<file path="src/rtl/my_reduce_pipe.sv">
// Pipelined NUM_IN-operand bitwise reduction (AND/OR/XOR/NAND) over a balanced
// binary tree, one register stage per tree level, with valid/ready backpressure.
module my_reduce_pipe #(
  parameter int WIDTH  = 32,
  parameter int NUM_IN = 6
) (
  input  logic                      clk,
  input  logic                      rst,
  input  logic                      in_valid,
  output logic                      in_ready,
  input  logic [1:0]                in_op,
  input  logic [NUM_IN*WIDTH-1:0]   in_data,
  output logic                      out_valid,
  input  logic                      out_ready,
  output logic [WIDTH-1:0]          out_data,
  output logic [1:0]                out_op,
  output logic                      out_zero
);

  localparam int LEVELS = $clog2(NUM_IN);
  // One spare slot past the last operand keeps the pair index 2j+1 in range.
  localparam int SLOTS  = NUM_IN + 1;

  // Handshake: a transfer happens on an edge where valid && ready. The whole
  // pipe advances together when the output register is empty or being drained,
  // so in_ready is exactly that advance enable and bubbles are never collapsed.

  function automatic int level_count(input int k);
    return (NUM_IN + (1 << k) - 1) >> k;
  endfunction

  function automatic logic [WIDTH-1:0] combine(input logic [WIDTH-1:0] a,
                                               input logic [WIDTH-1:0] b,
                                               input logic [1:0]       op);
    case (op)
      2'b01:   return a | b;
      2'b10:   return a ^ b;
      default: return a & b;
    endcase
  endfunction

  logic             adv;
  logic [WIDTH-1:0] in_word    [SLOTS];
  logic [WIDTH-1:0] src        [SLOTS];
  logic [1:0]       src_op;
  logic [WIDTH-1:0] stage_data [LEVELS][SLOTS];
  logic [WIDTH-1:0] nxt_data   [LEVELS][SLOTS];
  logic             stage_valid[LEVELS];
  logic [1:0]       stage_op   [LEVELS];
  logic [1:0]       nxt_op     [LEVELS];
  logic             load_en    [LEVELS];
  logic             nxt_zero;
  logic             out_zero_q;

  for (genvar i = 0; i < NUM_IN; i++) begin : g_word
    assign in_word[i] = in_data[i*WIDTH +: WIDTH];
  end
  assign in_word[NUM_IN] = '0;

  assign adv       = !stage_valid[LEVELS-1] || out_ready;
  assign in_ready  = adv;
  assign out_valid = stage_valid[LEVELS-1];
  assign out_data  = stage_data[LEVELS-1][0];
  assign out_op    = stage_op[LEVELS-1];
  assign out_zero  = out_zero_q;

  always_comb begin
    src_op   = in_op;
    nxt_zero = 1'b0;
    for (int j = 0; j < SLOTS; j++) src[j] = '0;
    for (int k = 0; k < LEVELS; k++) begin
      nxt_op[k]  = 2'b00;
      load_en[k] = 1'b0;
      for (int j = 0; j < SLOTS; j++) nxt_data[k][j] = '0;
    end
    for (int k = 0; k < LEVELS; k++) begin
      if (k == 0) begin
        for (int j = 0; j < SLOTS; j++) src[j] = in_word[j];
        src_op     = in_op;
        load_en[k] = in_valid;
      end else begin
        for (int j = 0; j < SLOTS; j++) src[j] = stage_data[(k == 0) ? 0 : k - 1][j];
        src_op     = stage_op[(k == 0) ? 0 : k - 1];
        load_en[k] = stage_valid[(k == 0) ? 0 : k - 1];
      end
      nxt_op[k] = src_op;
      // Odd leftover element at a level passes through untouched, no padding.
      for (int j = 0; j < (NUM_IN + 1) / 2; j++) begin
        if (2*j + 1 < level_count(k))
          nxt_data[k][j] = combine(src[2*j], src[2*j+1], src_op);
        else if (2*j < level_count(k))
          nxt_data[k][j] = src[2*j];
      end
    end
    // NAND is an AND tree with a single inversion at the very last level.
    if (src_op == 2'b11) nxt_data[LEVELS-1][0] = ~nxt_data[LEVELS-1][0];
    nxt_zero = (nxt_data[LEVELS-1][0] == '0);
  end

  always_ff @(posedge clk) begin
    if (rst) begin
      for (int k = 0; k < LEVELS; k++) begin
        stage_valid[k] <= 1'b0;
        stage_op[k]    <= 2'b00;
        for (int j = 0; j < SLOTS; j++) stage_data[k][j] <= '0;
      end
      out_zero_q <= 1'b1;
    end else if (adv) begin
      for (int k = 0; k < LEVELS; k++) begin
        stage_valid[k] <= load_en[k];
        if (load_en[k]) begin
          stage_op[k] <= nxt_op[k];
          for (int j = 0; j < SLOTS; j++) stage_data[k][j] <= nxt_data[k][j];
        end
      end
      if (load_en[LEVELS-1]) out_zero_q <= nxt_zero;
    end
  end

endmodule

</file>
<file path="config.mk">
export PLATFORM = sky130hd
export DESIGN_NAME = my_reduce_pipe
export DESIGN_NICKNAME = d
export VERILOG_FILES = /design/src/rtl/my_reduce_pipe.sv
export SDC_FILE = /design/constraint.sdc
export NUM_CORES = 1
export LEC_CHECK = 0
export ABC_AREA = 1
export CORE_ASPECT_RATIO = 1.4
export CORE_MARGIN = 2
export CORE_UTILIZATION = 31
export DETAILED_ROUTE_END_ITERATION = 8
export HOLD_SLACK_MARGIN = 0.06
export PLACE_DENSITY = 0.58
export SLEW_MARGIN = 20
export SYNTH_ARGS = -nofsm -noshare
export SYNTH_HDL_FRONTEND = slang
export SYNTH_SLANG_ARGS = --single-unit
</file>
<file path="constraint.sdc">
create_clock -name clk -period 8.3 [get_ports clk]
set_input_delay 0.83 -clock clk [delete_from_list [all_inputs] [get_ports clk]]
set_output_delay 0.83 -clock clk [all_outputs]
set_load 0.02 [all_outputs]
</file>
==> results of run 1 <==
-- registers in the layout, indices dropped and copies added, names as in the netlist --
name / flops
out_zero: 1
stage_valid: 3
stage_data: 192
stage_op: 6
-- worst max-delay path, stage by stage --
cell	delay [ns]
clkdlybuf4s50_1	0.45
inv_2	0.20
nand3_2	0.59
nand2_2	0.75
buf_4	0.57
-- synth_stat cells (all sizes together) --
cell      n  share of area
buf      66          0.027
nand3    69          0.021
clkbuf   59          0.013
nand2   176          0.040
or2      32          0.012
nor2     76          0.018
ha      327           0.25
a22oi   128          0.058
dfxtp     1         0.0012
o211ai    1        0.00075
o21ai   129          0.039
edfxtp  201           0.36
nor3      1        0.00060
inv     536           0.12
a21oi   139          0.042
-- worst paths after layout --
check             depth (start not counted)  slack [ns]            endpoint
setup / recovery                          5        5.02  stage_data[0][167]
hold / removal                            2        0.48            out_zero
setup reg to reg                         10        5.32            out_zero
hold reg to reg                           2        0.48            out_zero
-- cell usage in the layout (no fill, tap or decap), types with 2 or more instances in the layout --
| cell | netlist | layout |
|---|---|---|
| nand3_1 | 68 | 68 |
| inv_1 | 530 | 529 |
| buf_4 | 35 | 11 |
| o21ai_1 | 3 | 3 |
| nand2_1 | 176 | 175 |
| ha_4 | 0 | 2 |
| clkinv_1 | 0 | 2 |
| clkdlybuf4s50_1 | 0 | 234 |
| a22oi_1 | 128 | 128 |
| clkbuf_16 | 0 | 23 |
| a21oi_1 | 139 | 139 |
| ha_1 | 327 | 325 |
| nor2_1 | 75 | 75 |
| or2_1 | 26 | 26 |
| edfxtp_1 | 201 | 201 |
| or2_2 | 6 | 6 |
| inv_2 | 6 | 5 |
| bufinv_16 | 0 | 2 |
| clkbuf_1 | 58 | 7 |
| o21ai_0 | 126 | 125 |
| clkinv_2 | 0 | 6 |
-- cell type report --
class,instances,area [sq um],area share
timing repair buffer,246,2440,0.121
clock inverter,11,111,0.00555
sequential,202,6060,0.302
multi-input combinational,1078,7960,0.397
clock buffer,30,602,0.0300
inverter,536,2010,0.100
tap,714,893,0.0445
-- per-stage QoR --
stage / hold WS, ns / cells
final: 0.484 / 2817
after global routing: 0.547 / 2817
after CTS: 0.484 / 2817
after detailed placement: 0.468 / 2776
after global placement: 0.460 / 2776
after floorplan: 0.519 / 1941
-- power by group --
| part | switching [mW] | total [mW] | leakage, nW | internal, mW |
|---|---|---|---|---|
| combinational | 0.425 | 0.719 | 7.10 | 0.294 |
| sequential | 0.0526 | 1.27 | 2.17 | 1.22 |
| clock | 0.417 | 0.991 | 0.354 | 0.574 |
| total | 0.894 | 2.98 | 9.62 | 2.09 |
-- per-layer routing --
| metal | vias to the layer above | GRT usage | share of wire |
|---|---|---|---|
| li1 | 6459 | - | - |
| met1 | 5711 | 0.177 | 0.42 |
| met2 | 245 | 0.275 | 0.52 |
| met3 | 52 | 0.0165 | 0.041 |
| met4 | 2 | 0.0399 | 0.023 |
| met5 | - | 0 | 0.00032 |
-- kinds of logic (layout without fill, tap and decap cells) --
family / after synthesis / after routing
AOI/OAI and AO/OA: 397 / 397
adders and majority gates: 327 / 327
buffers and inverters: 661 / 823
DFF: 202 / 202
and+or+nand+nor: 354 / 354
==> results.md, run 1 <==
- Status: finished, final reports clean
- DP Area: 19400 sq um
- Setup CP Type: in -> reg
- Final hold viol count: 0
- Core box area: 53200 sq um
- Die area: 55600 sq um
- Clock Latency Late Sink: 0.53 ns
- Mapped Nets: 2466
- Routability cong.: 0.800
- Setup TNS: 0 ns
- WL per Instance: 14.6 microns
- ANT cells: 0
- Design area: 20100 sq um
- Simple-gate share of the synthesized area: 0.0909
- Pre-CTS setup slack: 4.46 ns
- Postcts setup bufs: 0
- Number of global-route vias before repair: 12400
- H-tree lvl count: 1
- Die X: 200 microns
- Crit path required time: 8.45 ns
- PwrDens: 149 nW/um^2
- Min Tclk post-route: 3.28 ns
- Mapped Cells: 1941
- Synth Area in Compound Gates: 0.139
- Worst-margin pin slew: 1.10 ns
- Adder-Cell Fraction of Synth Area: 0.246
- DRC: 0
- Layout area overhead: 20.5%
- Die H: 278 microns
- Row count: 100
- Clk_skew: 0.0193 ns
- Worst EP arrival: 3.42 ns
- Number of nets in the layout: 2612
- Design Power: 2.98 mW
- Post-CTS Resized: 0
- CP Launch Type: input pin
- Dpl hpwl: 31500 microns
- Via count: 12500
- Ratio of cells with drive above 1 in the final layout: 0.0309
- Yosys reg bits: 202
- Fillers: 5330
- Fin crit share: 0.395
- Yosys Warn Count: 0
- Final Max Slew Viols: 0
- Unrepaired setup endpoints after global routing: false
- Cts hold-fix bufs: 0
- GR Util All Layers: 0.148
- Main combinational cell family by area after synthesis: adder cells
- Max Cap Viol: 0
- R2R Path Start: stage_op[0][2]
- HP Class: reg -> reg
- Post-route ant nets: 0
- CTS Buf Count: 23
- Slew headroom: 0.269
- # IOs: 235
- Worst Setup SP: rst
- Distinct cells, synth: 24
- Mean Syn Cell Area: 8.58 sq um
- TritonCTS clock tree: yes
- Synth Area in XOR/XNOR: 0
- Multiplexer share of the synthesized area: 0
- Hold_sp: out_zero
- Global-route wire length before repair: 64900 microns
- CTS root buf: clkbuf_16
- Setup WS post-layout: 5.02 ns
- Gr ovfl total: 0
- Register area share after synthesis: 0.363
- Vias per cell: 4.43
- Largest net degree at the start of global routing: 131
- Initial DRC Count: 527
- Routed Wire Length: 41000 microns
- Pleak: 9.62 nW
- CP Max Fanout: 40
- Number of antenna violations at the first check in global routing: 1
- Peak Freq: 305 MHz
- Reg clk slew, reported paths: 0.07 ns
- CTS Buffer Depth: 3
- Mapped Area: 16700 sq um
- Port bufs: 234
- CP endpoint kind: flip-flop
- Starting Density: 0.313
- Max VDD drop: 0.128 mV
- Final setup fails: 0
- CTS Sinks: 202
- Final core area utilization: 0.377
- Pre-antenna DRT Iters: 7
No activity file was read; power rests on OpenSTA's default activity.
==> inputs of run 2 (changes only) <==
==> constraint.sdc (replaced) <==
create_clock -name clk -period 3 [get_ports clk]
set_input_delay 0.3 -clock clk [delete_from_list [all_inputs] [get_ports clk]]
set_output_delay 0.3 -clock clk [all_outputs]
set_load 0.02 [all_outputs]
==> run 2 against run 1 <==
  * Sequential cell count is the same
  * Global-route usage shrank 0.055 points
  * Setup slack lost 4.5 ns
  * Clock-buffer cell count down 6
  * Clock skew fell by 0.0039 ns
  * Sequential share of layout area is 0.36 points lower
  * First-iteration DRC count increased by 21%
  * Power grew to 2.8 times the previous value
  * Critical endpoint is now in_ready
  * Clock power rose to 2.9 times the previous value
  * Design area grew 1.2%
  * Critical path depth down 1
  * Worst hold slack lost 0.077 ns
==> results.md, run 2 (synthesized netlist as in run 1, its figures left out) <==
- Non-filler instance count after layout: 2829 (was 2817)
- Routed Wire Length: 41200 microns (was 41000 microns)
- DRC: 0 (unchanged)
- Final Max Slew Viols: 0 (unchanged)
- Max Cap Viol: 0 (unchanged)
- Gr ovfl total: 0 (unchanged)
- CP endpoint kind: output port (was flip-flop)
- Largest register FFs: 192 (unchanged)
- Slew headroom: 0.427 (was 0.269)
- H-tree lvl count: 1 (unchanged)
- Min Tclk post-route: 2.43 ns
- Post-CTS Resized: 0 (unchanged)
- Starting Density: 0.313 (unchanged)
- HP Class: in -> reg (was reg -> reg)
- Postcts setup bufs: 0 (unchanged)
- Inst Count DP: 2789 (was 2776)
- Number of antenna violations at the first check in global routing: 0 (was 1)
- Setup TNS: 0 ns (unchanged)
- Global-route wire length before repair: 64800 microns (was 64900 microns)
- Layout area overhead: 21.9% (was 20.5%)
- Post-route ant nets: 0 (unchanged)
- # IOs: 235 (unchanged)
- Port bufs: 234 (unchanged)
- Most common cell after layout, fill and taps aside: inv_1 (unchanged)
- Clock Latency Late Sink: 0.52 ns (was 0.53 ns)
- Max VDD drop: 0.318 mV (was 0.128 mV)
- Vias per cell: 4.49 (was 4.43)
- Row count: 100 (unchanged)
- Worst EP arrival: 2.13 ns (was 3.42 ns)
- CTS Buf Count: 22 (was 23)
- Die area: 55600 sq um (unchanged)
- Worst-margin pin slew: 0.859 ns (was 1.10 ns)
- Die X: 200 microns (unchanged)
- WL per Instance: 14.6 microns (about the same)
- Dpl hpwl: 31600 microns (was 31500 microns)
- Peak Freq: 412 MHz
- Core box area: 53200 sq um (unchanged)
- WL met3: 1530 microns (was 1670 microns)
- Largest net degree at the start of global routing: 99 (was 131)
- Largest Register: stage_data (unchanged)
- Setup WS post-layout: 0.573 ns (was 5.02 ns)
- Number of global-route vias before repair: 12500 (was 12400)
- CTS root buf: clkbuf_16 (unchanged)
- Routed met1 length: 17600 microns (was 17100 microns)
- Ratio of cells with drive above 1 in the final layout: 0.0383 (was 0.0309)
- Clk_skew: 0.0154 ns (was 0.0193 ns)
- Crit path required time: 2.70 ns (was 8.45 ns)
- Met2 routed WL: 20400 microns (was 21200 microns)
- Unrepaired setup endpoints after global routing: false (unchanged)
- Final hold viol count: 0 (unchanged)
- Most frequent cells in the layout: inv_1, ha_1, clkdlybuf4s50_1, edfxtp_1, nand2_1 (unchanged)
- TritonCTS clock tree: yes (unchanged)
- Final setup fails: 0 (unchanged)
- Setup CP Type: reg -> out (was in -> reg)
- Number of nets in the layout: 2624 (was 2612)
- PwrDens: 415 nW/um^2 (was 149 nW/um^2)
- Initial DRC Count: 637 (was 527)
- GR Util All Layers: 0.147 (was 0.148)
- Top layer in use: met4 (was met5)
- Via count: 12700 (was 12500)
- Cts hold-fix bufs: 0 (unchanged)
- Pleak: 9.73 nW (was 9.62 nW)
- CTS Sinks: 202 (unchanged)
- Largest registers: stage_data (192), stage_op (6), stage_valid (3) (unchanged)
- Fin crit share: 0.809
- Reg clk slew, reported paths: 0.06 ns (was 0.07 ns)
- Status: finished, final reports clean (unchanged)
- Final hold slack: 0.407 ns (was 0.484 ns)
- Die H: 278 microns (unchanged)
- CTS Buffer Depth: 3 (unchanged)
- Routability cong.: 0.806 (was 0.800)
- ANT cells: 0 (unchanged)
- Pre-antenna DRT Iters: 5 (was 7)
- CP Launch Type: flip-flop (was input pin)
- Pre-CTS setup slack: 0.599 ns (was 4.46 ns)
- CP Max Fanout: 4 (was 40)
-- run 2: cell count changes in the layout (fill, tap and decap cells not counted), sizes merged --
| cell | previous run | this run |
|---|---|---|
| buf | 12 | 25 |
| clkbuf | 30 | 24 |
| clkinvlp | 0 | 4 |
| bufinv | 2 | 4 |
| clkinv | 9 | 7 |
| inv | 536 | 537 |
-- run 2: cell type report --
type / instances / area, sq um
Inverter: 536 / 2010
Clock inverter: 16 / 206
Sequential cell: 202 / 6060
Fill cell: 5293 / 32900
Timing Repair Buffer: 259 / 2630
Multi-Input combinational cell: 1078 / 7960
Clock buffer: 24 / 558
Tap cell: 714 / 893
-- run 2: where the power goes --
group | internal, mW | switching [mW]
Clock | 1.71 | 1.16
Combinational | 0.858 | 1.18
Sequential | 3.37 | 0.151
-- run 2: metrics by stage --
| step | util | power (mW) | cell area (sq um) |
|---|---|---|---|
| finish | 0.382 | 8.43 | 20300 |
| CTS | 0.382 | 8.55 | 20300 |
| global route | 0.382 | 8.94 | 20300 |
| global placement | 0.368 | 5.57 | 19600 |
| detailed placement | 0.368 | 5.64 | 19600 |
| floorplan | - | 4.83 | 16700 |
-- run 2: path summary, 6_finish.rpt --
path | start | to | slack [ns] | cells past startpoint
worst min-delay path | rst | out_zero | 0.41 | 3
worst max register to register | stage_op[0][2] | out_zero | 0.82 | 10
worst max-delay path | stage_valid[0][2] | in_ready | 0.57 | 4
worst min register to register | out_zero | out_zero | 0.49 | 2
-- run 2: metal layers --
metal,up-vias,GRT usage
li1,6494,-
met1,5844,0.181
met2,285,0.260
met3,72,0.0150
met4,0,0.0602
met5,-,0
-- run 2: worst max-delay path, cell delays in order (launching register included) --
cell             delay (ns)
edfxtp_1               0.46
inv_1                  0.06
nor2_1                 0.32
inv_2                  0.10
clkdlybuf4s50_1        0.67
==> inputs of run 3 (changes only) <==
==> constraint.sdc (replaced) <==
create_clock -name clk -period 2 [get_ports clk]
set_input_delay 0.2 -clock clk [delete_from_list [all_inputs] [get_ports clk]]
set_output_delay 0.2 -clock clk [all_outputs]
set_load 0.02 [all_outputs]
==> run 3 against run 2 <==
  * Largest cell class unchanged
  * Core utilization up 1.0 points
  * Die area unchanged
  * Register-to-register slack worse by 0.77 ns
  * Largest power group unchanged
  * Non-clock buffer count up 31
==> results.md, run 3 (synthesized netlist as in run 1, its figures left out) <==
- Status: finished, final reports clean (unchanged)
- DRC: 0 (unchanged)
- R2R Path Start: stage_op[0][3] (was stage_op[0][2])
- Design area: 20900 sq um (was 20300 sq um)
- CTS root buf: clkbuf_16 (unchanged)
- Number of global-route vias before repair: 12500 (about the same)
- Initial DRC Count: 606 (was 637)
- Final setup fails: 0 (unchanged)
- Gr ovfl total: 0 (unchanged)
- CP Max Fanout: 9 (was 4)
- R2R setup slack: 0.05 ns (was 0.82 ns)
- Hold_sp: rst (unchanged)
- Top layer in use: met4 (unchanged)
- Met2 routed WL: 21000 microns (was 20400 microns)
- Fin crit share: 0.974
- Slew headroom: 0.738 (was 0.427)
- PwrDens: 598 nW/um^2 (was 415 nW/um^2)
- Pre-CTS setup slack: -0.0332 ns (was 0.599 ns)
- Worst hold path stage count: 3 (unchanged)
- Final hold viol count: 0 (unchanged)
- Inst Count DP: 2814 (was 2789)
- Via count: 12600 (was 12700)
- GR Util All Layers: 0.151 (was 0.147)
- Largest Register: stage_data (unchanged)
- Cts hold-fix bufs: 0 (unchanged)
- Max VDD drop: 0.542 mV (was 0.318 mV)
- HP Class: in -> reg (unchanged)
- Routed met1 length: 17600 microns (about the same)
- Most frequent cells in the layout: inv_1, ha_1, clkdlybuf4s50_1, edfxtp_1, nand2_1 (unchanged)
- Fillers: 5296 (was 5293)
- Hold endpoint: out_zero (unchanged)
- Layout area overhead: 25.1% (was 21.9%)
- Die area: 55600 sq um (unchanged)
- Worst EP arrival: 2.44 ns (was 2.13 ns)
- RR Endpoint: out_zero (unchanged)
- Row count: 100 (unchanged)
- CP Launch Type: flip-flop (unchanged)
- Ratio of cells with drive above 1 in the final layout: 0.0624 (was 0.0383)
- WL per Instance: 14.7 microns (was 14.6 microns)
- Pre-antenna DRT Iters: 5 (unchanged)
- Max Cap Viol: 0 (unchanged)
- Pleak: 9.95 nW (was 9.73 nW)
- Global-route wire length before repair: 65800 microns (was 64800 microns)
- CTS Sinks: 202 (unchanged)
- WL met3: 1460 microns (was 1530 microns)
- Largest net degree at the start of global routing: 87 (was 99)
- Starting Density: 0.313 (unchanged)
- Routed Wire Length: 41900 microns (was 41200 microns)
- Dpl hpwl: 32900 microns (was 31600 microns)
- Reg2Reg Depth: 13 (was 10)
- Number of nets in the layout: 2656 (was 2624)
- CTS Buf Count: 23 (was 22)
- Non-filler instance count after layout: 2862 (was 2829)
- Unrepaired setup endpoints after global routing: true (was false)
- Reg clk slew, reported paths: 0.07 ns (was 0.06 ns)
- Routability cong.: 0.840 (was 0.806)
- Vias per cell: 4.40 (was 4.49)
- Largest registers: stage_data (192), stage_op (6), stage_valid (3) (unchanged)
- Final Max Slew Viols: 0 (unchanged)
- Min Tclk post-route: 1.95 ns
- H-tree lvl count: 1 (unchanged)
- Crit path required time: 2.49 ns (was 2.70 ns)
- Peak Freq: 514 MHz
- Die H: 278 microns (unchanged)
- Design Power: 12.5 mW (was 8.43 mW)
- Worst-margin pin slew: 0.393 ns (was 0.859 ns)
- Largest register FFs: 192 (unchanged)
- Number of antenna violations at the first check in global routing: 0 (unchanged)
- TritonCTS clock tree: yes (unchanged)
- Most common cell after layout, fill and taps aside: inv_1 (unchanged)
- Setup CP Type: reg -> reg (was reg -> out)
- Die X: 200 microns (unchanged)
- Core box area: 53200 sq um (unchanged)
- CTS Buffer Depth: 3 (unchanged)
- Setup WS post-layout: 0.0527 ns (was 0.573 ns)
- CP endpoint kind: flip-flop (was output port)
- DP Area: 20000 sq um (was 19600 sq um)
- Port bufs: 234 (unchanged)
- Clk_skew: 0.0251 ns (was 0.0154 ns)
- Clock Latency Late Sink: 0.54 ns (was 0.52 ns)
- ANT cells: 0 (unchanged)
- # IOs: 235 (unchanged)
- Post-route ant nets: 0 (unchanged)
==> run 3: changes by cell type in the layout (fill, tap and decap cells not counted), sizes merged <==
cell / previous run / this run
clkdlybuf4s50: 234 / 233
clkinv: 7 / 11
bufinv: 4 / 0
clkinvlp: 4 / 5
buf: 25 / 54
clkbuf: 24 / 28
==> run 3: through the flow <==
stage                util  hold slack, ns  TNS (ns)
detailed placement  0.376           0.470    -0.278
global route        0.392           0.419   -0.0628
floorplan               -           0.296    -64.64
CTS                 0.389           0.364         0
global placement    0.376           0.472    -0.102
finish              0.392           0.399         0
==> run 3: timing repair <==
action / CTS / global route
gates cloned: 0 / 3
pin swaps: 0 / 13
resized for setup: 1 / 24
setup endpoints to repair: 1 / 1
buffers inserted: 0 / 3
==> run 3: worst max path at each step <==
stage / from / depth (start not counted) / slack [ns] / endpoint
detailed placement: in_op[0] / 7 / -0.03 / stage_data[0][52]
finish: stage_op[0][3] / 13 / 0.05 / out_zero
floorplan: stage_valid[0][2] / 3 / -0.66 / stage_data[0][0]
global placement: in_op[0] / 7 / -0.01 / stage_data[0][81]
CTS: stage_op[0][3] / 13 / 0.03 / out_zero
global route: stage_op[0][3] / 13 / -0.06 / out_zero
==> run 3: critical path, stage by stage (launching register included) <==
cell and delay (ns):
edfxtp_1 0.45, ha_4 0.32, inv_6 0.05, buf_12 0.13, or2_2 0.28, nand2_1 0.07, nand2_1 0.04, nand2_1 0.08
nand2_1 0.06, nor2_2 0.08, nand2_1 0.07, nor2_2 0.14, nand3_1 0.09, nand2_1 0.05
==> run 3: area by class of cell <==
type | count | area (sq um) | area share
clock buffers | 25 | 583 | 0.0280
clock inverters | 17 | 98.8 | 0.00474
inverters | 536 | 2020 | 0.0969
multi-input cells | 1078 | 8050 | 0.386
flip-flops and latches | 202 | 6060 | 0.290
well taps | 714 | 893 | 0.0428
repair buffers | 290 | 3150 | 0.151
==> run 3: where the power goes <==
part / leakage (nW) / total [mW] / switching (mW) / internal, mW
sequential: 2.17 / 5.28 / 0.231 / 5.05
combinational: 7.46 / 3.33 / 1.83 / 1.50
clock: 0.323 / 3.85 / 1.74 / 2.11
total: 9.95 / 12.5 / 3.80 / 8.67
==> run 3: routing by layer <==
metal | vias to the layer above | GRT usage
met5 | - | 0
met4 | 0 | 0.0697
met3 | 75 | 0.0144
met2 | 273 | 0.263
met1 | 5706 | 0.185
li1 | 6551 | -
==> edit, RTL diff (flow settings as in run 2) <==
`WIDTH`: 32 -> 48.
--- a/src/rtl/my_reduce_pipe.sv
+++ b/src/rtl/my_reduce_pipe.sv
@@ -3,3 +3,3 @@
 module my_reduce_pipe #(
-  parameter int WIDTH  = 32,
+  parameter int WIDTH  = 48,
   parameter int NUM_IN = 6
Ports: changed (resized in_data and out_data); port bits go from 235 to 347. The function was not compared with the original's and may differ.
==> edit against run 2 <==
- first-iteration DRC count up 50%
- setup slack lost 220 ps
- via count increased by 45%
- clock power is 44% higher
- critical path depth rose by 10
- total power grew 47%
- synthesized area rose by 48%
- fmax is 8.3% lower
- sequential cell count up 96
- wire length is 54% higher
- core utilization grew 0.062 points
- final area is 48% higher
- critical path type is now flop to flop
==> edit: results (changes against run 2) <==
metric	value	unit	change
library cells used by synthesis	24		unchanged
Post-synth EDFFs	297		was 201
First DRT Iteration DRCs	956		was 637
Lkg Pwr	0.0143	uW	was 0.00973 uW
Worst Max-Slew Pin Slew	831	ps	was 859 ps
fraction of registers with async set/reset	0	%	unchanged
XOR/XNOR Fraction of Synth Area	0.0356	%	was 0%
Num CTS Buffers	31		was 22
htree depth	1		unchanged
pin count of the biggest net entering global routing	97		was 99
share of cells above drive strength 1	3.66	%	was 3.83%
status	finished clean		unchanged
Top delay family on crit path	simple AND/OR/NAND/NOR gates		was buffers and inverters
drt total wl	63500	um	was 41,200 um
Tightest Hold Check Type	input port to flop		unchanged
top flop regs	stage_data (288), stage_op (6), stage_valid (3)		was stage_data (192), stage_op (6), stage_valid (3)
internal power	8660	uW	was 5930 uW
Compound-Gate Fraction of Synth Area	15.3	%	was 13.9%
mux cell area share after synthesis	0	%	unchanged
IO buf count	346		was 234
CP max-delay cell	edfxtp_1		was clkdlybuf4s50_1
top post-synthesis cells by count	inv_1 (786), ha_1 (487), edfxtp_1 (297)		was inv_1 (530), ha_1 (327), edfxtp_1 (201)
Critical Path Max Stage Delay	420	ps	was 670 ps
Worst EP arrival	3170	ps	was 2130 ps
TritonRoute pass-1 iters	5		unchanged
crit-path max FO	83		was 4
pre-CTS WS	340	ps	was 599 ps
adder-cell area share of the yosys netlist	24.8	%	was 24.6%
Placed Area	0.0291	mm^2	was 0.0196 mm^2
worst clock skew	18.3	ps	was 15.4 ps
gr usage total	15.4	%	was 14.7%
# Post-CTS Setup Buffers	0		unchanged
vias	18400		was 12,700
sequential element share of the synthesized area	36.4	%	was 36.3%
global-route wire length before repair	99500	um	was 64,800 um
Syn Nets	3638		was 2,466
worst skew pair latency	600	ps	was 520 ps
Post-DP HPWL	49200	um	was 31,600 um
initial antenna violation count	8		was 0
Max IR drop VDD	0.477	mV	was 0.318 mV
routability cong.	0.808		was 0.806
top cells by area in the synthesized netlist	edfxtp_1 (36%), ha_1 (25%), inv_1 (12%)		unchanged
Yosys warnings	0		unchanged
clk root buf	clkbuf_16		unchanged
Layout Nets	3871		was 2,624
clk buf depth	3		unchanged
Filler cells	7987		was 5,293
top_reg_cell synth	edfxtp_1		unchanged
clock-pin transition on the worst setup and hold timing paths	60	ps	about the same
Post-CTS Resized	0		unchanged
==> edit: tightest hold or removal path, delay by kind of cell <==
kind	cells	cell delay, ps
and+or+nand+nor	1	60
buffers and inverters	1	500
AOI/OAI and AO/OA	1	50
==> edit: cells by family after synthesis <==
family	after synthesis
AOI/OAI and AO/OA	642
adders and majority gates	487
buffers and inverters	984
DFF	298
xor gates and xnor gates	1
and+or+nand+nor	445
==> edit: through the flow <==
stage / cells / total power, uW / setup TNS [ps]
after floorplan: 2857 / 7080 / -62960
after global placement: 4111 / 8310 / 0
after detailed placement: 4111 / 8370 / 0
after CTS: 4169 / 12600 / 0
after global routing: 4174 / 13100 / 0
final: 4174 / 12400 / 0
==> edit: area by class of cell <==
class                   count  area, um^2  share of cell area (%)
clock inverters            21         265                   0.880
multi-input cells        1575       11700                    39.0
flip-flops and latches    298        8940                    29.7
repair buffers            395        4090                    13.6
well taps                1054        1320                    4.38
diodes                      5        12.5                  0.0415
inverters                 789        2970                    9.86
clock buffers              37         798                    2.65
==> edit: worst paths after layout <==
| kind | cells past startpoint | startpoint | endpoint | slack (ps) |
|---|---|---|---|---|
| setup reg to reg | 14 | stage_op[0][2] | out_zero | 350 |
| hold / removal | 3 | rst | out_zero | 360 |
| setup / recovery | 14 | stage_op[0][2] | out_zero | 350 |
| hold reg to reg | 2 | out_zero | out_zero | 510 |
==> edit: per-layer routing <==
layer	track usage [%]	part of all wire, %	up-vias
met4	5.02	2.6	6
met2	26.7	48	341
met1	20.0	46	8356
met5	0	0.058	-
met3	1.83	3.5	83
li1	-	-	9619
==> edit: power by group through the flow <==
stage	clock network [uW]	registers (uW)	logic [uW]
4_1_cts	4260	5190	3110
6_report	4130	5170	3050
3_5_place_dp	0	5280	3090
3_3_place_gp	0	5270	3040
2_1_floorplan	0	5170	1900
5_1_grt	4390	5220	3520
